**config.mk**
```make
export PLATFORM = sky130hd
export DESIGN_NAME = if_fetch_stage_flat
export DESIGN_NICKNAME = d
export VERILOG_FILES = /design/src/rtl/if_fetch_stage_if.sv /design/src/rtl/if_fetch_stage.sv /design/src/flat_wrapper.sv
export SDC_FILE = /design/constraint.sdc
export NUM_CORES = 1
export LEC_CHECK = 0
export CORE_ASPECT_RATIO = 1.4
export CORE_MARGIN = 2
export CORE_UTILIZATION = 44
export DETAILED_ROUTE_END_ITERATION = 6
export GPL_ROUTABILITY_DRIVEN = 1
export HOLD_SLACK_MARGIN = 0.12
export PLACE_DENSITY_LB_ADDON = 0.08
export SLEW_MARGIN = 15
export SYNTH_ARGS = -nofsm -noshare
export SYNTH_HDL_FRONTEND = slang
export SYNTH_SLANG_ARGS = --single-unit
```
**constraint.sdc**
```tcl
create_clock -name clk -period 6.31 [get_ports clk]
set_input_delay 1.262 -clock clk [delete_from_list [all_inputs] [get_ports clk]]
set_output_delay 1.262 -clock clk [all_outputs]
set_load 0.02 [all_outputs]
```
**src/rtl/if_fetch_stage_if.sv**
```systemverilog
// Fetch-stage bus: hazard/redirect controls in, BRAM port, and the IF/ID register out.
// The fetch stage is the master; the surrounding pipeline and BRAM act as slave.
interface if_fetch_stage_if #(
  parameter int unsigned IMEM_AW = 14
);
  logic               PcWrite;
  logic               IF_ID_Write;
  logic               Redirect;
  logic [31:0]        RedirectPc;
  logic               ImemEn;
  logic [IMEM_AW-1:0] ImemAddr;
  logic [31:0]        ImemData;
  logic [31:0]        PcF;
  logic [31:0]        IfIdPc;
  logic [31:0]        IfIdInst;
  logic               IfIdValid;

  modport master (
    input  PcWrite, IF_ID_Write, Redirect, RedirectPc, ImemData,
    output ImemEn, ImemAddr, PcF, IfIdPc, IfIdInst, IfIdValid
  );

  modport slave (
    output PcWrite, IF_ID_Write, Redirect, RedirectPc, ImemData,
    input  ImemEn, ImemAddr, PcF, IfIdPc, IfIdInst, IfIdValid
  );
endinterface

```
**src/rtl/if_fetch_stage.sv**
```systemverilog
// Instruction Fetch stage with IF/ID pipeline register. Owns the PC, addresses a
// 1-cycle-latency instruction BRAM with the next PC, and squashes on EX redirects.
module if_fetch_stage #(
  parameter logic [31:0] RESET_PC = 32'h0000_0000,
  parameter int unsigned IMEM_AW  = 14,
  parameter logic [31:0] NOP_INST = 32'h0000_0013
) (
  input  logic                   clk,
  input  logic                   rst,
  if_fetch_stage_if.master       bus
);

  typedef enum logic {
    S_BOOT = 1'b0,
    S_RUN  = 1'b1
  } state_e;

  state_e      state_q;
  logic [31:0] pc_q;
  logic [31:0] pc_d;
  logic [31:0] if_id_pc_q;
  logic [31:0] if_id_inst_q;
  logic        if_id_valid_q;
  logic        adv;

  // Either hazard-unit enable low freezes both PC and IF/ID together.
  assign adv = bus.PcWrite & bus.IF_ID_Write;

  always_comb begin
    pc_d = pc_q;
    if (state_q == S_RUN) begin
      if (bus.Redirect) begin
        pc_d = bus.RedirectPc & ~32'd3;
      end else if (adv) begin
        pc_d = pc_q + 32'd4;
      end
    end
  end

  // BRAM is addressed with the next PC so its data lines up with pc_q each cycle;
  // on hold the same word is re-read, keeping ImemData stable.
  assign bus.ImemEn   = ~rst;
  assign bus.ImemAddr = rst ? RESET_PC[IMEM_AW+1:2] : pc_d[IMEM_AW+1:2];

  always_ff @(posedge clk or posedge rst) begin
    if (rst) begin
      state_q       <= S_BOOT;
      pc_q          <= RESET_PC;
      if_id_pc_q    <= '0;
      if_id_inst_q  <= NOP_INST;
      if_id_valid_q <= 1'b0;
    end else begin
      case (state_q)
        S_BOOT: begin
          state_q       <= S_RUN;
          if_id_pc_q    <= pc_q;
          if_id_inst_q  <= NOP_INST;
          if_id_valid_q <= 1'b0;
        end
        S_RUN: begin
          if (bus.Redirect) begin
            if_id_pc_q    <= pc_q;
            if_id_inst_q  <= NOP_INST;
            if_id_valid_q <= 1'b0;
          end else if (adv) begin
            if_id_pc_q    <= pc_q;
            if_id_inst_q  <= bus.ImemData;
            if_id_valid_q <= 1'b1;
          end
        end
        default: state_q <= S_BOOT;
      endcase
      pc_q <= pc_d;
    end
  end

  assign bus.PcF       = pc_q;
  assign bus.IfIdPc    = if_id_pc_q;
  assign bus.IfIdInst  = if_id_inst_q;
  assign bus.IfIdValid = if_id_valid_q;

endmodule

```
**src/flat_wrapper.sv**
```systemverilog
// flat-port wrapper written by rule: the top's interface ports become plain ports
module if_fetch_stage_flat 
#(
  parameter logic [31:0] RESET_PC = 32'h0000_0000,
  parameter int unsigned IMEM_AW  = 14,
  parameter logic [31:0] NOP_INST = 32'h0000_0013
)
  (clk, rst, bus_PcWrite, bus_IF_ID_Write, bus_Redirect, bus_RedirectPc, bus_ImemData, bus_ImemEn, bus_ImemAddr, bus_PcF, bus_IfIdPc, bus_IfIdInst, bus_IfIdValid);
  if_fetch_stage_if #(.IMEM_AW(IMEM_AW)) bus_i ();
  input  logic clk;
  input  logic rst;
  input wire logic [$bits(bus_i.PcWrite)-1:0] bus_PcWrite;
  input wire logic [$bits(bus_i.IF_ID_Write)-1:0] bus_IF_ID_Write;
  input wire logic [$bits(bus_i.Redirect)-1:0] bus_Redirect;
  input wire logic [$bits(bus_i.RedirectPc)-1:0] bus_RedirectPc;
  input wire logic [$bits(bus_i.ImemData)-1:0] bus_ImemData;
  output wire logic [$bits(bus_i.ImemEn)-1:0] bus_ImemEn;
  output wire logic [$bits(bus_i.ImemAddr)-1:0] bus_ImemAddr;
  output wire logic [$bits(bus_i.PcF)-1:0] bus_PcF;
  output wire logic [$bits(bus_i.IfIdPc)-1:0] bus_IfIdPc;
  output wire logic [$bits(bus_i.IfIdInst)-1:0] bus_IfIdInst;
  output wire logic [$bits(bus_i.IfIdValid)-1:0] bus_IfIdValid;
  assign bus_i.PcWrite = bus_PcWrite;
  assign bus_i.IF_ID_Write = bus_IF_ID_Write;
  assign bus_i.Redirect = bus_Redirect;
  assign bus_i.RedirectPc = bus_RedirectPc;
  assign bus_i.ImemData = bus_ImemData;
  assign bus_ImemEn = bus_i.ImemEn;
  assign bus_ImemAddr = bus_i.ImemAddr;
  assign bus_PcF = bus_i.PcF;
  assign bus_IfIdPc = bus_i.IfIdPc;
  assign bus_IfIdInst = bus_i.IfIdInst;
  assign bus_IfIdValid = bus_i.IfIdValid;
  if_fetch_stage #(.RESET_PC(RESET_PC), .IMEM_AW(IMEM_AW), .NOP_INST(NOP_INST)) u_core (.clk(clk), .rst(rst), .bus(bus_i));
endmodule
```
Word level (Yosys, flattened, before mapping)
Cells that the tools add are included.

word-level totals
  register bits = 98
  bits of input ports = 69
  output and inout port bits = 112
  logic and storage cells = 26

cells by class
  add/sub/neg operators = 1
  eq/ne operators = 1
  mux-type cells = 13
  bitwise operators = 3
  reductions and logical operators = 2

operators with widths
  kind                                                             number
  32-bit 2-to-1 mux                                                6
  32-bit one-hot mux with 2 select lines                           2
  32-bit by 3-bit adder with 32-bit output, second input constant  1
  16-bit 2-to-1 mux                                                1
  14-bit 2-to-1 mux                                                1
  3-bit inequality test, second input constant                     1
  1-bit 2-to-1 mux                                                 2
  1-bit inverter                                                   2
  1-bit one-hot mux with 2 select lines                            1
  2-bit AND reduction                                              1
  2-bit nonzero test                                               1
  1-bit bitwise AND                                                1

Depth between registers and ports, before layout
  depth in word-level cells = 5
  depth in mapped cells = 7

Worst setup path after synthesis
OpenSTA, ideal clock, no wires.

  kind = input to output
  start = input port rst
  end = output port bus_ImemAddr[7]
  data arrival time = 5.054 ns
  required time = 5.048 ns
  path slack = -0.006 ns
  cell stages on the path = 3
  buffers on the path = 1
  cells stage by stage = inv_1 > clkbuf_1 > o211a_1

on the way
  cells in the longest elaborated chain, start to end = 1

ends and longest elaborated chain
  what                RTL line              RTL
  start: declaration  flat_wrapper.sv:11    input logic rst;
  14-bit 2-to-1 mux   if_fetch_stage.sv:43  assign bus.ImemAddr = rst ? RESET_PC[IMEM_AW+1:2] : pc_d[IMEM_AW+1:2];
  end: declaration    flat_wrapper.sv:18    output wire logic [$bits(bus_i.ImemAddr)-1:0] bus_ImemAddr;

No other way between the ends.

Final worst setup path
  start = input port bus_Redirect
  end = output port bus_ImemAddr[8]

on the way
  cells in the longest elaborated chain, start to end = 3

ends and longest elaborated chain
  what                       RTL line              RTL
  start: declaration         flat_wrapper.sv:14    input wire logic [$bits(bus_i.Redirect)-1:0] bus_Redirect;
  32-bit 2-to-1 mux          if_fetch_stage.sv:32  if (bus.Redirect) begin
  16-bit 2-to-1 mux          if_fetch_stage.sv:31  if (state_q == S_RUN) begin
  named net u_core.pc_d[10]  if_fetch_stage.sv:20  logic [31:0] pc_d;
  14-bit 2-to-1 mux          if_fetch_stage.sv:43

The timed path passes the listed nets, and every way through them passes these cells.

==> results list <==
- Outcome: complete, no violations
- Routed vias: 4351
* Die Span X: 90.8 um
* Number of distinct standard cells referenced by the synthesized netlist: 56
- Number of nets in the layout: 708
- The total overflow left after global routing is 0.
- Non-Filler Cell Area, Final: 0.00685 sq mm
- The synthesized design contains 0 enable-type register cells.
* Top cells by area in the synthesized netlist: dfrtp_1 (51%), mux2_2 (8.0%), nand2_1 (6.9%)
* Avg WL per Cell: 17.6 um
* Vias in the first global route: 4483
* Path depth of the worst reg2reg path: 6
- P&R area growth vs syn: 47.5%
- Leakage dissipation: 0.00273 uW
- Hold is met by 0.487 ns.
- Standard-cell rows: 44
- Die Ht: 126 um
* Final-report hold violation count: 0
- Number of top-level design ports: 181
* Final worst path period need: 5.20 ns
- Worst hold path depth: 2
* Peak clock frequency supported by timing: 192 MHz
* Proportion of netlist area held by the largest area contributor: 0.512
- The die covers 0.0114 sq mm.
- Sequential cell area fraction in the yosys report: 0.529
- For this run, design rule violations remaining after detail routing come to 0.
* Final count of pins violating max slew: 0
- Largest net degree at the start of global routing: 70
- In this run, post-CTS hold repair placed 0 buffers.
- Synthesized area per cell: 9.95 sq um
- The floorplan step defined a core boundary enclosing 0.0103 sq mm.
* Worst endpoint data arrival time: 3.94 ns
- Worst hold-check path type: reg -> reg
- For the final routed database, the setup TNS stands at 0 ns.
* Placer congestion estimate: 0.867
- Level count of the clock H-tree: 3
* Crit path max fanout: 18
* Area of placed instances: 0.00657 sq mm
* Total routing usage reported by global routing: 0.249
- In the final layout, the share of cells above drive strength 1 is 0.111.
- P per Cell Area: 260 mW/mm^2
- Number of port buffers: 178
- Synthesized Nets: 537
- Remaining antenna violation count: 0
- Once the clock tree was built, the resizer swapped 0 gates to a different size.
- In the finished design, the share of the clock period the worst path needs comes to 0.825.
- Post-CTS setup buffers: 0
- The clock passes through at most 2 buffers.
- In this run the cell area of the synthesized design comes to 0.00465 sq mm.
* Yosys synthesis warning count: 0
- The first global-routing pass estimated 22800 um of wire.
* Number of failing setup endpoints in the final timing report: 0
- CP required: 5.05 ns
* TritonCTS clock tree: yes
- Max_slew headroom: 0.412
- Before antenna repair, the detailed router went through 5 iterations.
- Top FF cell, synth: dfrtp_1
* Initial cell density of the core: 0.449
- Slack of the critical path: 1.11 ns
- Setup repair after global routing left no endpoint under its margin.
- The initial antenna violation count came to 0.
- Cells after Synth: 467
- Share of flip-flops with an asynchronous set or reset: 1.00
- The worst setup path is launched from an input port.
- Worst ir drop on vdd: 0.147 mV
- Drt total wl: 13700 um
* Max Cap Viol: 0
- Across the routed clock network, the largest skew measured is 0.00763 ns.
* Slew @ Worst Pin: 0.882 ns
- In this run the clock root is driven by a clkbuf_16.
* Pre-CTS setup slack: 1.16 ns
* Hpwl dp: 9740 um
* DRC violation total after the first TritonRoute iteration: 221
* Endpoint kind of the worst setup timing path: primary output
- Via density per instance: 5.58
- The worst setup path is of the in -> out kind.
- The clock net in this run drives a total of 98 sinks.
* Clock insertion delay at the later pin of the skew report: 0.35 ns
- Yosys reg bits: 98
- Clock-pin slew was measured on the worst setup and hold paths at 0.06 ns.
- 0 antenna diodes ended up in the layout.
- Buffers inserted during clock tree synthesis total 9.
- Synth area leader: dfrtp_1
[state kept, by name (all words and copies together), names as in the netlist]
register / count
u_core.bus.IfIdPc: 32
u_core.bus.PcF: 32
u_core.state_q: 1
u_core.bus.IfIdInst: 32
u_core.bus.IfIdValid: 1
[metrics by stage]
step,instances,power [uW],utilization
floorplan,467,1000,-
global placement,765,1240,0.635
detailed placement,765,1250,0.635
CTS,780,1800,0.662
global route,780,1860,0.662
finish,780,1780,0.662
[area by class of cell]
| type | count | area, sq um |
|---|---|---|
| fillers | 899 | 3500 |
| flip-flops and latches | 98 | 2460 |
| multi-input cells | 333 | 2050 |
| repair buffers | 188 | 1860 |
| clock buffers | 10 | 229 |
| well taps | 138 | 173 |
| clock inverters | 5 | 56.3 |
| inverters | 8 | 32.5 |
[Yosys cell counts, types with 2 or more instances]
library cell and n:
dfrtp_1 95, nand2_1 86, a21oi_1 42, mux2_2 33, nand3_1 22, nor2_1 19, and2_1 17, clkbuf_1 16
o21ai_0 14, a22oi_1 10, nand4_1 10, buf_1 8, inv_1 8, nor3_1 6, nor4_1 6, o22ai_1 6
a311oi_1 5, a211oi_1 4, and3_1 3, buf_2 3, dfstp_2 3, o211ai_1 3, o21a_1 3, o311ai_0 3
or4_1 3, a221o_1 2, a22o_1 2, mux2i_1 2, nand2b_1 2, nand4_4 2, o2bb2ai_1 2, o41ai_1 2
or3_1 2
[cell usage in the layout (no fill, tap or decap), types with 2 or more instances in the layout]
cell and instances:
clkdlybuf4s50_1 178, dfrtp_1 95, nand2_1 86, a21oi_1 42
mux2_2 33, nand3_1 22, nor2_1 19, and2_1 17
o21ai_0 14, a22oi_1 10, nand4_1 10, buf_4 10
clkbuf_16 9, inv_1 7, nor4_1 6, o22ai_1 6
nor3_1 6, a311oi_1 5, a211oi_1 4, o21a_1 3
o311ai_0 3, or4_1 3, o211ai_1 3, and3_1 3
dfstp_2 3, nand2b_1 2, nand4_4 2, o2bb2ai_1 2
o41ai_1 2, a221o_1 2, a22o_1 2, or3_1 2
mux2i_1 2, clkinv_2 2
[cell families (layout without fill, tap and decap cells)]
group | Yosys count | count (layout) | synth area share
DFF | 98 | 98 | 0.529
muxes | 35 | 35 | 0.0843
other | 1 | 1 | 0.000807
buffers and inverters | 36 | 211 | 0.0302
AOI/OAI and AO/OA | 110 | 110 | 0.156
and+or+nand+nor | 186 | 186 | 0.197
adders and majority gates | 1 | 1 | 0.00269
[routing by layer]
metal / wire length, um / vias up / track usage
li1: - / 2029 / -
met1: 5280 / 2128 / 0.291
met2: 7020 / 173 / 0.426
met3: 1140 / 21 / 0.0741
met4: 265 / 0 / 0.104
met5: 0 / - / 0
[path summary, 6_finish.rpt]
kind	slack (ns)	start	to
worst max-delay path	1.11	bus_Redirect	bus_ImemAddr[8]
worst min register to register	0.49	u_core.bus.IfIdInst[4]$_DFFE_PP1P_	u_core.bus.IfIdInst[4]$_DFFE_PP1P_
worst max register to register	3.14	u_core.state_q$_DFF_PP0_	u_core.bus.IfIdPc[10]$_DFFE_PP0P_
worst min-delay path	0.49	u_core.bus.IfIdInst[4]$_DFFE_PP1P_	u_core.bus.IfIdInst[4]$_DFFE_PP1P_
max in group asynchronous	3.78	rst	u_core.bus.IfIdInst[29]$_DFFE_PP0P_
min in group asynchronous	1.46	rst	u_core.bus.IfIdPc[16]$_DFFE_PP0P_
[where the power goes]
| group | switching, uW | internal, uW |
|---|---|---|
| logic | 229 | 235 |
| clock network | 236 | 304 |
| registers | 81.1 | 694 |
| total | 546 | 1230 |
[worst max-delay path, stage by stage]
cell and delay (ns):
clkdlybuf4s50_1 0.83, buf_4 0.33, nand3b_1 0.27, nor3_1 0.12
o21a_1 0.19, a21oi_1 0.18, and2_1 0.15, clkdlybuf4s50_1 0.60
(Power assumes the default switching activity.)
